### src/rtl/imem_boot_pkg.sv
// Shared types and constants for the instruction-memory boot loader.
package imem_boot_pkg;

   localparam int WORD_W         = 32;
   localparam int BYTE_W         = 8;
   localparam int BYTES_PER_WORD = 4;

   typedef enum logic [2:0] {
      IDLE  = 3'd0,
      FETCH = 3'd1,
      WRITE = 3'd2,
      CHECK = 3'd3,
      RUN   = 3'd4,
      ERROR = 3'd5
   } state_t;

   function automatic logic [BYTE_W-1:0] byte_of(input logic [WORD_W-1:0] w, input logic [1:0] idx);
      return w[idx*BYTE_W +: BYTE_W];
   endfunction

endpackage

### src/rtl/imem_boot_loader_if.sv
// Instruction word stream plus byte-wide instruction-memory write port.
interface imem_boot_loader_if #(
   parameter int ADDR_W = 8
);
   import imem_boot_pkg::*;

   logic              in_valid;
   logic              in_ready;
   logic [WORD_W-1:0] in_data;
   logic              imem_we;
   logic [ADDR_W-1:0] imem_addr;
   logic [BYTE_W-1:0] imem_wdata;

   modport master (
      output in_valid, in_data,
      input  in_ready, imem_we, imem_addr, imem_wdata
   );

   modport slave (
      input  in_valid, in_data,
      output in_ready, imem_we, imem_addr, imem_wdata
   );

endinterface

### src/rtl/imem_boot_loader_word_byte_serializer.sv
// Holds one instruction word and presents it as four registered bytes, low byte first.
module word_byte_serializer
   import imem_boot_pkg::*;
(
   input  logic              clk,
   input  logic              rst,
   input  logic              load,
   input  logic [WORD_W-1:0] word_in,
   input  logic              advance,
   output logic [BYTE_W-1:0] byte_out,
   output logic [1:0]        byte_idx
);

   logic [WORD_W-1:0] word_q;

   always_ff @(posedge clk or negedge rst) begin
      if (!rst) begin
         word_q   <= '0;
         byte_idx <= '0;
         byte_out <= '0;
      end else if (load) begin
         word_q   <= word_in;
         byte_idx <= 2'd0;
         byte_out <= byte_of(word_in, 2'd0);
      end else if (advance) begin
         byte_idx <= byte_idx + 2'd1;
         byte_out <= byte_of(word_q, byte_idx + 2'd1);
      end
   end

endmodule

### src/rtl/imem_boot_loader.sv
// Boot loader: streams instruction words into byte-wide imem, holds the core in reset until loaded.
// Optional trailing XOR checksum word when IMEM_BOOT_CHECKSUM_EN is defined.
//
// state | meaning
// IDLE  | after reset, core held in reset, waiting for start
// FETCH | in_ready high, waiting for the next word (data or checksum)
// WRITE | four byte writes of the latched word
// CHECK | compare received checksum against XOR of data words
// RUN   | program loaded, core released
// ERROR | checksum mismatch, core held in reset until start
module imem_boot_loader
   import imem_boot_pkg::*;
#(
   parameter int ADDR_W = 8
) (
   input  logic              clk,
   input  logic              rst,
   input  logic              start,
   input  logic [ADDR_W-2:0] word_cnt,
   imem_boot_loader_if.slave bus,
   output logic              core_rst_n,
   output logic              busy,
   output logic              done,
   output logic              err
);

   localparam int                CNT_W = ADDR_W - 1;
   localparam logic [CNT_W-1:0]  CAP   = CNT_W'(2 ** (ADDR_W - 2));

   state_t            state, state_n;
   logic [CNT_W-1:0]  words_left;
   logic [CNT_W-1:0]  n_clamped;
   logic [ADDR_W-1:0] addr_q;
   logic              in_ready_q;
   logic              imem_we_q;
   logic [1:0]        byte_idx;
   logic [BYTE_W-1:0] byte_out;
   logic              accept;
   logic              is_data;
   logic              last_byte;
   logic              restart;
   logic              sum_ok;

   assign n_clamped = (word_cnt > CAP) ? CAP : word_cnt;
   assign accept    = (state == FETCH) && bus.in_valid && in_ready_q;
   assign last_byte = (state == WRITE) && (byte_idx == 2'(BYTES_PER_WORD - 1));
   assign restart   = start && ((state == IDLE) || (state == RUN) || (state == ERROR));

`ifdef IMEM_BOOT_CHECKSUM_EN
   localparam bit CHK_EN = 1'b1;

   logic [WORD_W-1:0] xor_acc;
   logic [WORD_W-1:0] sum_q;

   assign sum_ok = (sum_q == xor_acc);

   always_ff @(posedge clk or negedge rst) begin
      if (!rst) begin
         xor_acc <= '0;
         sum_q   <= '0;
         err     <= 1'b0;
      end else begin
         err <= (state_n == ERROR);
         if (restart)
            xor_acc <= '0;
         else if (accept && is_data)
            xor_acc <= xor_acc ^ bus.in_data;
         if (accept && !is_data)
            sum_q <= bus.in_data;
      end
   end
`else
   localparam bit CHK_EN = 1'b0;

   assign sum_ok = 1'b1;
   assign err    = 1'b0;
`endif

   // Once all data words are written, the only word left to fetch is the checksum.
   assign is_data = !(CHK_EN && (words_left == '0));

   always_comb begin
      state_n = state;
      case (state)
         IDLE, RUN, ERROR:
            if (start) state_n = ((n_clamped == '0) && !CHK_EN) ? RUN : FETCH;
         FETCH:
            if (accept) state_n = is_data ? WRITE : CHECK;
         WRITE:
            if (last_byte) state_n = ((words_left == CNT_W'(1)) && !CHK_EN) ? RUN : FETCH;
         CHECK:
            state_n = sum_ok ? RUN : ERROR;
         default:
            state_n = IDLE;
      endcase
   end

   always_ff @(posedge clk or negedge rst) begin
      if (!rst) begin
         state      <= IDLE;
         words_left <= '0;
         addr_q     <= '0;
         in_ready_q <= 1'b0;
         imem_we_q  <= 1'b0;
         core_rst_n <= 1'b0;
         busy       <= 1'b0;
         done       <= 1'b0;
      end else begin
         state      <= state_n;
         in_ready_q <= (state_n == FETCH);
         imem_we_q  <= (state_n == WRITE);
         busy       <= (state_n == FETCH) || (state_n == WRITE) || (state_n == CHECK);
         done       <= (state_n == RUN);
         core_rst_n <= (state_n == RUN);
         if (restart) begin
            words_left <= n_clamped;
            addr_q     <= '0;
         end else begin
            if (last_byte)
               words_left <= words_left - CNT_W'(1);
            // addr_q always holds the address of the byte currently on the bus.
            if (state == WRITE)
               addr_q <= addr_q + ADDR_W'(1);
         end
      end
   end

   word_byte_serializer u_ser (
      .clk      (clk),
      .rst      (rst),
      .load     (accept && is_data),
      .word_in  (bus.in_data),
      .advance  ((state == WRITE) && !last_byte),
      .byte_out (byte_out),
      .byte_idx (byte_idx)
   );

   assign bus.in_ready   = in_ready_q;
   assign bus.imem_we    = imem_we_q;
   assign bus.imem_addr  = addr_q;
   assign bus.imem_wdata = byte_out;

endmodule

### src/flat_wrapper.sv
// flat-port wrapper written by rule: the top's interface ports become plain ports
module imem_boot_loader_flat import imem_boot_pkg::*;
#(
   parameter int ADDR_W = 8
)
  (clk, rst, start, word_cnt, core_rst_n, busy, done, err, bus_in_valid, bus_in_data, bus_in_ready, bus_imem_we, bus_imem_addr, bus_imem_wdata);
  imem_boot_loader_if #(.ADDR_W(ADDR_W)) bus_i ();
  input  logic clk;
  input  logic rst;
  input  logic start;
  input  logic [ADDR_W-2:0] word_cnt;
  output logic core_rst_n;
  output logic busy;
  output logic done;
  output logic err;
  input wire logic [$bits(bus_i.in_valid)-1:0] bus_in_valid;
  input wire logic [$bits(bus_i.in_data)-1:0] bus_in_data;
  output wire logic [$bits(bus_i.in_ready)-1:0] bus_in_ready;
  output wire logic [$bits(bus_i.imem_we)-1:0] bus_imem_we;
  output wire logic [$bits(bus_i.imem_addr)-1:0] bus_imem_addr;
  output wire logic [$bits(bus_i.imem_wdata)-1:0] bus_imem_wdata;
  assign bus_i.in_valid = bus_in_valid;
  assign bus_i.in_data = bus_in_data;
  assign bus_in_ready = bus_i.in_ready;
  assign bus_imem_we = bus_i.imem_we;
  assign bus_imem_addr = bus_i.imem_addr;
  assign bus_imem_wdata = bus_i.imem_wdata;
  imem_boot_loader #(.ADDR_W(ADDR_W)) u_core (.clk(clk), .rst(rst), .start(start), .word_cnt(word_cnt), .bus(bus_i), .core_rst_n(core_rst_n), .busy(busy), .done(done), .err(err));
endmodule
### config.mk
export PLATFORM = sky130hd
export DESIGN_NAME = imem_boot_loader_flat
export DESIGN_NICKNAME = d
export VERILOG_FILES = /design/src/rtl/imem_boot_pkg.sv /design/src/rtl/imem_boot_loader_if.sv /design/src/rtl/imem_boot_loader_word_byte_serializer.sv /design/src/rtl/imem_boot_loader.sv /design/src/flat_wrapper.sv
export SDC_FILE = /design/constraint.sdc
export NUM_CORES = 1
export LEC_CHECK = 0
export BUFFER_PORTS_ARGS = -buffer_cell sky130_fd_sc_hd__buf_2
export CAP_MARGIN = 20
export CORE_AREA = 2 2 78 80
export DETAILED_ROUTE_END_ITERATION = 12
export DIE_AREA = 0 0 80 82
export GPL_ROUTABILITY_DRIVEN = 0
export PLACE_DENSITY = 0.78
export SLEW_MARGIN = 20
export SYNTH_ARGS = -nofsm -noshare
export SYNTH_HDL_FRONTEND = slang
export SYNTH_SLANG_ARGS = --single-unit
### constraint.sdc
create_clock -name clk -period 5.3 [get_ports clk]
set_clock_uncertainty 0.1 [all_clocks]
set_input_delay 1.59 -clock clk [delete_from_list [all_inputs] [get_ports clk]]
set_output_delay 1.59 -clock clk [all_outputs]
set_load 0.005 [all_outputs]
### After elaboration in Yosys (flattened, before gate mapping)

Index checks and enable logic that the tools add are counted.

| cells by class | value |
|---|---|
| shift-type cells | 1 |
| magnitude comparators | 1 |
| add/sub/neg operators | 3 |
| muxes and demuxes | 15 |
| reduce and logical (&&, ||, !) cells | 16 |
| eq/ne operators | 11 |

Operator list:

| operator | number |
|---|---|
| two-way mux 8 bit | 4 |
| variable part select 32 x 6 -> 8 bit | 1 |
| two-way mux 7 bit | 3 |
| two-way mux 3 bit | 5 |
| == test 3 x 2 -> 1 bit (second input constant) | 4 |
| one-hot mux 3 bit (4 select lines) | 1 |
| == test 3 bit (second input constant) | 3 |
| adder 8 x 1 -> 8 bit (second input constant) | 1 |
| == test 7 x 1 -> 1 bit (second input constant) | 1 |
| > comparator 7 bit (second input constant) | 1 |
| logical NOT 7 bit | 1 |
| subtractor 7 x 1 -> 7 bit (second input constant) | 1 |
| == test 3 x 1 -> 1 bit (second input constant) | 2 |
| nonzero test 2 bit | 3 |
| logical AND 1 bit | 5 |
| logical OR 1 bit | 4 |
| two-way mux 2 bit | 2 |
| logical NOT 3 bit | 1 |
| OR reduction 3 bit | 1 |
| adder 2 x 1 -> 2 bit (second input constant) | 1 |
| == test 2 bit (second input constant) | 1 |
| logical NOT 1 bit | 1 |

| word-level totals | value |
|---|---|
| register bits | 64 |
| input bits | 43 |
| output and inout bits | 22 |
| logic and storage cells | 57 |

### Logic depth before layout (Yosys ltp)

| logic depth | value |
|---|---|
| depth after elaboration | 9 |
| depth in mapped cells | 6 |
| gate-level depth less buffers | 6 |

### Modules after synthesis

Synthesis repeated with hierarchy kept, for this count alone.

| unflattened totals | value |
|---|---|
| cell total of the unflattened synthesis | 243 |
| area, all modules | 3,067.9 µm² |

By module, submodules not included:

| module | cells each | sequential area each (µm²) | area each (µm²) | times used |
|---|---|---|---|---|
| word_byte_serializer | 113 | 1,051.0 | 1,813.0 | 1 |
| imem_boot_loader | 130 | 550.5 | 1,255.0 | 1 |

### Worst setup path after synthesis

OpenSTA, ideal clock, no wires.

| path | value |
|---|---|
| path type | in2reg |
| start point | input port word_cnt[3] |
| end point | register u_core.core_rst_n |
| stages | 4 |
| slack | 2.705 ns |
| path buffers | 0 |
| arrival time | 2.427 ns |
| library setup time | 0.068 ns |
| cell sequence | nor4_1 -> nand2_1 -> a221oi_2 -> and4_1 |

| on the way | value |
|---|---|
| word-level cells in the longest chain between the ends | 7 |

Ends and longest elaborated chain:

| what | RTL line | text |
|---|---|---|
| start: declaration | flat_wrapper.sv:11 | `input logic [ADDR_W-2:0] word_cnt;` |
| > comparator 7 bit | imem_boot_loader.sv:44 | `assign n_clamped = (word_cnt > CAP) ? CAP : word_cnt;` |
| two-way mux 7 bit (*) | imem_boot_loader.sv:44 |  |
| logical NOT 7 bit (*) | imem_boot_loader.sv:86 | `if (start) state_n = ((n_clamped == '0) && !CHK_EN) ? RUN : FETCH;` |
| two-way mux 3 bit (*) (2 in a row) | imem_boot_loader.sv:86 |  |
| one-hot mux 3 bit (4 select lines) (*) | imem_boot_loader.sv:84 | `case (state)` |
| net u_core.state_n[2] | imem_boot_loader.sv:30 | `state_t state, state_n;` |
| == test 3 bit (*) | imem_boot_loader.sv:114 | `core_rst_n <= (state_n == RUN);` |
| end signal: assignment | imem_boot_loader.sv:114 |  |
| end: declaration | imem_boot_loader.sv:21 | `output logic core_rst_n,` |

The timed path passes the listed nets; every way through them passes the cells marked *.
A chain may end at the register's enable or synchronous reset.

### Worst setup path in the final report

| path | value |
|---|---|
| start point | input port bus_in_valid |
| end point | register u_core.u_ser.word_q[1] |

| on the way | value |
|---|---|
| word-level cells in the longest chain between the ends | 2 |

Ends and longest elaborated chain:

| what | RTL line | text |
|---|---|---|
| start: declaration | flat_wrapper.sv:16 | `input wire logic [$bits(bus_i.in_valid)-1:0] bus_in_valid;` |
| logical AND 1 bit (2 in a row) | imem_boot_loader.sv:45 | `assign accept = (state == FETCH) && bus.in_valid && in_ready_q;` |
| end signal: assignment | imem_boot_loader_word_byte_serializer.sv:22 | `word_q <= word_in;` |
| end: declaration | imem_boot_loader_word_byte_serializer.sv:14 | `logic [WORD_W-1:0] word_q;` |

No other way between the ends.

==> results.cfg <==
[status]
status = completed

[synth]
syn_area_per_cell_um2 = 9.98
synthArstFlopShare_pct = 100
syn_nets = 350
synth_flop_cell = dfrtp_1
seq_area_frac_synth_pct = 53.0
synth_top_area_share_pct = 53.0
syn_area_um2 = 3020
ys_warn_count = 0
netlist_top_cells_area = dfrtp_1, nand2_1, mux4_2
ys_ff_latch = 64
yosys.area.top_type = dfrtp_1
yosysUniqueCellTypes = 39
synth_edf_count = 0
netlist_instances = 303

[global_routing]
antenna_found_initial = 0
grt_pass1_wl_mm = 9.98
grt_max_degree = 44
grt_use_total_pct = 20.3
first_global_vias = 2250
overflow = 0

[floorplan]
die_height_um = 82
placementRows = 28
initial_core_util_pct = 52.6
dieWidth_um = 80
ios = 65
die-area_um2 = 6560
core_um2 = 5750

[cts]
cts_hold_buf = 0
post-cts-setup-buffer-count = 0
root_buffer = clkbuf_8
insertion_delay_ns = 0.34
path_clk_slew_ns = 0.06
clock-sinks = 64
clk_path_buf_depth = 2
cts_tree = yes
cts_buffers = 9
h-tree-depth = 3
cts_resized = 0

[pwr]
p_int_mw = 1.27
p_comb_share_pct = 33.2
p_per_area_nw_per_um2 = 538
p_clk_share_pct = 23.1
vdd_drop_max_v = 0.000250
switchingPower_mw = 0.663
p_seq_share_pct = 43.7
swShare_pct = 34.3
p_leak_nw = 1.82

[critical_path]
crit_fanout = 32
criticalPathCategory = input port to flip-flop
critical_path_required_ns = 5.42
cp.arrival_ns = 2.89
worstSetupStartpointType = input port
endpoint_kind = flip-flop

[cells_and_area]
final_cells = 443
fillCellCount = 501
mostFrequentLayoutCells = nand2_1, dfrtp_1, buf_2
area_growth_pct = 18.6
nets = 410
drive_above_1_share_pct = 26.1
final_common_cell = nand2_1
diodes = 0

[sta]
hold_viol = 0
timing.fmax_ghz = 0.362
rsz0062_at_grt = false
worst_pin_slew_ns = 1.04
setup_viol = 0
period_needed_ns = 2.76
finalMaxSlewViolations = 0
relSlewSlack_pct = 30.8
finalSetupTns_ns = 0
fin_crit_sh_pct = 52.1
hold_slack_ns = 0.368

[route]
totalWireLength_mm = 5.99
drt_iter0_drc = 134
vias = 2289
postRouteAntennaNets = 0
drc = 0
via_per_inst = 5.17
wl_per_cell_um = 13.5
drt_pass1_iterations = 4

[min_path]
hold_path_class = flip-flop to flip-flop

[placement]
dpl.hpwl_mm = 4.16
dp.cells = 427
io_buffers = 63

[flow_run]
drv_cap = 0
## flip-flops by register name, indices dropped and copies added, names as in the netlist, 2 cells and up
name                   flops
u_core.u_ser.byte_idx      2
u_core.bus.imem_addr       8
u_core.words_left          7
u_core.state               3
u_core.u_ser.word_q       32
u_core.u_ser.byte_out      8
## cell families (layout without fill, tap and decap cells)
family	after synthesis	in the layout	synth area share, %
other	1	1	0.124
muxes	18	18	9.27
AOI/OAI and AO/OA	23	23	4.34
xor gates and xnor gates	12	12	3.48
DFF	64	64	53.0
buffers and inverters	22	87	3.60
and+or+nand+nor	159	159	24.6
adders and majority gates	4	4	1.66
## Yosys cell counts, types with 3 or more instances
library cell	n
dfrtp_1	64
nor2_1	15
nand4_1	5
inv_1	6
ha_1	4
nor3_1	3
clkbuf_1	7
o21ai_0	12
a21oi_1	4
nand2_1	108
mux4_2	8
o21ai_1	3
nand3_1	4
xnor2_1	3
buf_2	6
xor2_1	9
nand3b_1	5
mux2i_1	10
## metal layers
metal	vias up	part of all wire, %	track usage [%]
li1	1124	-	-
met1	1089	43	25.7
met2	64	49	33.3
met3	12	5.3	5.82
met4	0	2.0	7.97
met5	-	0	0
## final timing paths
kind	startpoint	to	slack [ns]	cells after the start
min reg2reg	u_core.u_ser.word_q[21]	u_core.u_ser.word_q[21]	0.37	2
min in group asynchronous	rst	u_core.bus.imem_addr[7]	1.15	1
max reg2reg	u_core.u_ser.byte_idx[0]	u_core.u_ser.byte_out[2]	3.10	4
min	u_core.u_ser.word_q[21]	u_core.u_ser.word_q[21]	0.37	2
max in group asynchronous	rst	u_core.u_ser.word_q[14]	3.04	2
max	bus_in_valid	u_core.u_ser.word_q[1]	2.54	5
## critical path, cell delays in order
cell and delay [ns]:
buf_2 0.08, nand2_1 0.09, or3_1 0.78, nand2_1 0.25
nand2_1 0.08
## layout make-up
type	count	area, um2	share of cell area [%]
clock buffers	14	183	5.09
clock inverters	2	35.0	0.977
repair buffers	65	330	9.21
flip-flops and latches	64	1600	44.7
well taps	75	93.8	2.62
inverters	6	22.5	0.628
multi-input cells	217	1320	36.8
## power by group through the flow
stage	clock (mW)	combinational, mW	sequential (mW)
floorplan	0	0.504	0.800
global placement	0	0.618	0.846
detailed placement	0	0.649	0.853
CTS	0.455	0.653	0.845
global route	0.479	0.736	0.872
finish	0.445	0.641	0.844
## per-stage QoR
step                      setup WS, ns  power [mW]  utilization, %  instance area [um2]
after CTS                         2.54        1.95            62.4                 3590
final                             2.54        1.93            62.4                 3590
after global routing              2.43        2.09            62.4                 3590
after detailed placement          2.20        1.50            58.6                 3370
after global placement            2.22        1.46            58.6                 3370
after floorplan                   2.70        1.30               -                 3020
(Power assumes the default switching activity.)
